**src/rtl/fb_arbiter.sv**
```systemverilog
// Framebuffer arbiter: VGA scanout > clear sequencer > game-logic writes.
// Optional FB_VBLANK_ONLY_EN restricts writes and clears to vertical blanking.
module fb_arbiter #(
  parameter int ADDR_W = 9,
  parameter int DATA_W = 8
) (
  input  logic              clk_i,
  input  logic              rst_i,
  input  logic              vga_rd_i,
  input  logic [ADDR_W-1:0] vga_addr_i,
  output logic [DATA_W-1:0] vga_data_o,
  input  logic              wr_req_i,
  input  logic [ADDR_W-1:0] wr_addr_i,
  input  logic [DATA_W-1:0] wr_data_i,
  output logic              wr_ack_o,
  input  logic              clr_start_i,
  input  logic [DATA_W-1:0] clr_color_i,
  output logic              clr_busy_o,
  input  logic              vblank_i,
  output logic [ADDR_W-1:0] ram_addr_o,
  output logic              ram_we_o,
  output logic [DATA_W-1:0] ram_wdata_o,
  input  logic [DATA_W-1:0] ram_rdata_i
);

  localparam logic [ADDR_W-1:0] LAST = '1;

  typedef enum logic {IDLE, CLEAR} state_e;

  state_e            state_q;
  logic [ADDR_W-1:0] cnt_q;
  logic [DATA_W-1:0] color_q;
  logic              rd_pend_q;
  logic [DATA_W-1:0] vga_data_q;

  logic vb_ok;
  logic busy;
  logic gnt_vga;
  logic gnt_clr;
  logic gnt_wr;

`ifdef FB_VBLANK_ONLY_EN
  assign vb_ok = vblank_i;
`else
  logic unused_vblank;
  assign unused_vblank = vblank_i;
  assign vb_ok = 1'b1;
`endif

  assign busy = (state_q == CLEAR);

  // Grants are masked by rst so the RAM port goes quiet the instant reset hits
  always_comb begin
    gnt_vga = ~rst_i & vga_rd_i;
    gnt_clr = ~rst_i & ~vga_rd_i & busy & vb_ok;
    gnt_wr  = ~rst_i & ~vga_rd_i & ~busy & ~clr_start_i
            & wr_req_i & vb_ok;
  end

  always_comb begin
    ram_addr_o  = '0;
    ram_we_o    = 1'b0;
    ram_wdata_o = '0;
    unique case (1'b1)
      gnt_vga: begin
        ram_addr_o = vga_addr_i;
      end
      gnt_clr: begin
        ram_addr_o  = cnt_q;
        ram_we_o    = 1'b1;
        ram_wdata_o = color_q;
      end
      gnt_wr: begin
        ram_addr_o  = wr_addr_i;
        ram_we_o    = 1'b1;
        ram_wdata_o = wr_data_i;
      end
      default: ;
    endcase
  end

  always_ff @(posedge clk_i or posedge rst_i) begin
    if (rst_i) begin
      state_q <= IDLE;
      cnt_q   <= '0;
      color_q <= '0;
    end else begin
      unique case (state_q)
        IDLE: begin
          if (clr_start_i) begin
            state_q <= CLEAR;
            cnt_q   <= '0;
            color_q <= clr_color_i;
          end
        end
        CLEAR: begin
          if (gnt_clr) begin
            if (cnt_q == LAST) begin
              state_q <= IDLE;
              cnt_q   <= '0;
            end else begin
              cnt_q <= cnt_q + 1'b1;
            end
          end
        end
        default: state_q <= IDLE;
      endcase
    end
  end

  // RAM read data lands one cycle after the grant; capture it then
  always_ff @(posedge clk_i or posedge rst_i) begin
    if (rst_i) begin
      rd_pend_q  <= 1'b0;
      vga_data_q <= '0;
    end else begin
      rd_pend_q <= gnt_vga;
      if (rd_pend_q) begin
        vga_data_q <= ram_rdata_i;
      end
    end
  end

  assign vga_data_o = vga_data_q;
  assign wr_ack_o   = gnt_wr;
  assign clr_busy_o = busy;

endmodule

```
**config.mk**
```make
export PLATFORM = sky130hd
export DESIGN_NAME = fb_arbiter
export DESIGN_NICKNAME = d
export VERILOG_FILES = /design/src/rtl/fb_arbiter.sv
export SDC_FILE = /design/constraint.sdc
export NUM_CORES = 1
export LEC_CHECK = 0
export ABC_AREA = 1
export CORE_UTILIZATION = 40
export CTS_CLUSTER_DIAMETER = 60
export DETAILED_ROUTE_END_ITERATION = 10
export DONT_BUFFER_PORTS = 1
export GPL_ROUTABILITY_DRIVEN = 1
export PLACE_DENSITY = 0.64
export SLEW_MARGIN = 40
export SYNTH_ARGS = -nofsm -noshare
export SYNTH_HDL_FRONTEND = slang
export SYNTH_SLANG_ARGS = --single-unit
export TNS_END_PERCENT = 10
```
**constraint.sdc**
```tcl
create_clock -name clk_i -period 1.35 [get_ports clk_i]
set_input_delay 0.135 -clock clk_i [delete_from_list [all_inputs] [get_ports clk_i]]
set_output_delay 0.135 -clock clk_i [all_outputs]
set_load 0.05 [all_outputs]
```
==> results.toml <==
[setup_path]
arrival_ns = 1.45
cp-end-kind = "output port"
crit_path_end = "ram_wdata_o[2]"
startpoint = "clr_busy_o"
cp-start-kind = "flop"
cp.required_ns = 1.22
r2r_cells = 9
rr_endpoint = "cnt_q[4]"
crit_type = "flop to output port"
crit_fanout = 5
rrSetupSlack_ns = -0.06
r2r_start = "cnt_q[0]"

[timing]
maxSlewHeadroom_pct = 73.9
min_period_ns = 1.59
fmax_mhz = 629
rsz0062_at_grt = "true"
fin_crit_sh_pct = 118
tightest_slew_ns = 0.391
fin_setup_tns_ns = -4.15
hold_slack_ns = -0.000440
hold_viol = 1
clock_skew_ns = 0.00162
setup_ws_ns = -0.239
maxSlewViolCount = 0
finalSetupViolations = 27

[global_route]
grt_max_degree = 28
antenna_found_initial = 0
grt_pass1_vias = 1443
grt_overflow = 0
grt_util_all_layers_pct = 19.2
grt_pass1_wl_um = 6040

[route]
dr.pass1.iters = 4
drt_iter0_drc = 47
via_count = 1420
drc = 0
wl_per_cell_um = 14.1
viasPerCell = 5.16
drt-total-wl_um = 3890
ant_nets = 0

[power]
peakVddDrop_uv = 684
power.density_nw_per_um2 = 1050
p_leak_nw = 1.05
power_mw = 2.31

[cts]
clkTransAtPathRegs_ns = 0.09
htreeDepth = 1
postCtsSetupBuffers = 0
clock_latency_ns = 0.27
clkSinkCount = 27
root_buffer = "clkbuf_8"
cts_buffers = 3
cts_tree = "done"
clock_path_buffers = 2

[yosys]
ys_types = 21
synthCells = 188
yosysTopAreaCellShare_pct = 45.2
ys_seq_elements = 27
postSynthNetCount = 238
syn-mean-instance-area_um2 = 7.96
yosys_warnings = 0
yosysSeqAreaShare_pct = 45.2
synth_area_um2 = 1500
yosysTopAreaCell = "dfrtp_1"
synth_area_leaders = "dfrtp_1 (45%), nand2_1 (17%), nand3_1 (6.0%)"

[placement]
gp_congestion = 0.773
dpl.hpwl_um = 2830
numPortBuffers = 0

[die]
core_area_um2 = 3470
start_util_pct = 43.1
die_y_um = 63.2
fp.dieW_um = 63.2
die-area_um2 = 3990
std_cell_rows = 21
num_io_pins = 76

[layout]
area_growth_pct = 47.1
final_layout_size_suffix_gt1_share_pct = 38.4
multi_input_area_um2 = 908
antenna_cells = 0
nets = 280
nFillCells = 292
final_cell_mix = "nand2_1 (59), dfrtp_1 (26), buf_4 (22)"
seq_area_um2 = 677
final_common_cell = "nand2_1"

[job]
max_cap_violations = 0

[min_path]
hold_depth = 2
hold_path.class = "input port to flop"

[outcome]
status = "complete, but fails checks"
violations = "hold timing, setup timing"
[final cells by class]
| type | instances | share of cell area [%] |
|---|---|---|
| Tap cell | 46 | 2.62 |
| Clock buffer | 3 | 1.88 |
| Timing Repair Buffer | 39 | 18.4 |
| Clock inverter | 1 | 0.227 |
| Sequential cell | 27 | 30.8 |
| Multi-Input combinational cell | 136 | 41.3 |
| Timing Repair inverter | 2 | 0.682 |
| Inverter | 21 | 4.15 |
[stage by stage]
step,std cells,cell area (um2),setup WS [ns],utilization (%)
2_1_floorplan,188,1650,-0.0561,-
3_3_place_gp,259,1970,-0.0559,56.9
3_5_place_dp,259,1970,-0.116,56.9
4_1_cts,273,2140,-0.243,61.6
5_1_grt,275,2200,-0.307,63.5
6_report,275,2200,-0.239,63.5
[flip-flops by register name, summed over array words and instances (netlist names)]
signal	flops
clr_busy_o	1
cnt_q	9
color_q	8
rd_pend_q	1
vga_data_o	8
[worst min path at each step]
stage	start	endpoint
2_1_floorplan	rst_i	cnt_q[0]
3_3_place_gp	rst_i	color_q[6]
3_5_place_dp	rst_i	color_q[6]
4_1_cts	ram_rdata_i[6]	vga_data_o[6]
5_1_grt	ram_rdata_i[4]	vga_data_o[4]
6_report	clr_color_i[7]	color_q[7]
[cells by family (layout without fill, tap and decap cells)]
group	count (synthesis)	in the layout	synth area share, %
fa+ha+maj	2	2	1.67
flops	27	27	45.2
compound gates	23	23	8.03
simple gates	103	103	30.4
buf+inv	25	66	8.70
mux	8	8	6.02
[critical path: stages (launching register included)]
cell	delay [ns]
dfrtp_2	0.46
nor2_4	0.11
nand3_4	0.17
inv_8	0.13
nand2_2	0.06
o21ai_2	0.08
buf_12	0.16
[synthesized netlist by cell type]
master / number
buf_2: 2
o21ai_0: 12
nand3_4: 1
nor2_1: 8
nand2_4: 1
inv_1: 18
nand2_2: 3
nand2_1: 69
buf_12: 1
ha_1: 2
buf_6: 1
nand3_1: 18
o21bai_1: 2
nor2_2: 1
a21oi_1: 1
inv_2: 1
dfrtp_1: 27
mux2_2: 8
nor2_4: 2
inv_6: 2
o21ai_1: 8
[routing by layer]
metal	routed length (um)	track usage (%)	up-vias
met5	0	0	-
met4	102	8.43	0
met3	250	4.89	11
met2	2000	33.9	64
met1	1540	21.6	663
li1	-	-	682
[report_power, final]
part	internal, mW	total, mW	switching, mW
sequential	0.903	0.963	0.0593
combinational	0.332	0.890	0.558
clock	0.207	0.462	0.255
total	1.44	2.31	0.872
[what timing repair did]
item	4_1_cts	5_1_grt
gates cloned	2	0
pin swaps	2	6
endpoints found under the setup margin	29	29
hold buffers	8	2
hold endpoints to repair	34	2
resized for setup	9	12
No activity file was read; power rests on OpenSTA's default activity.
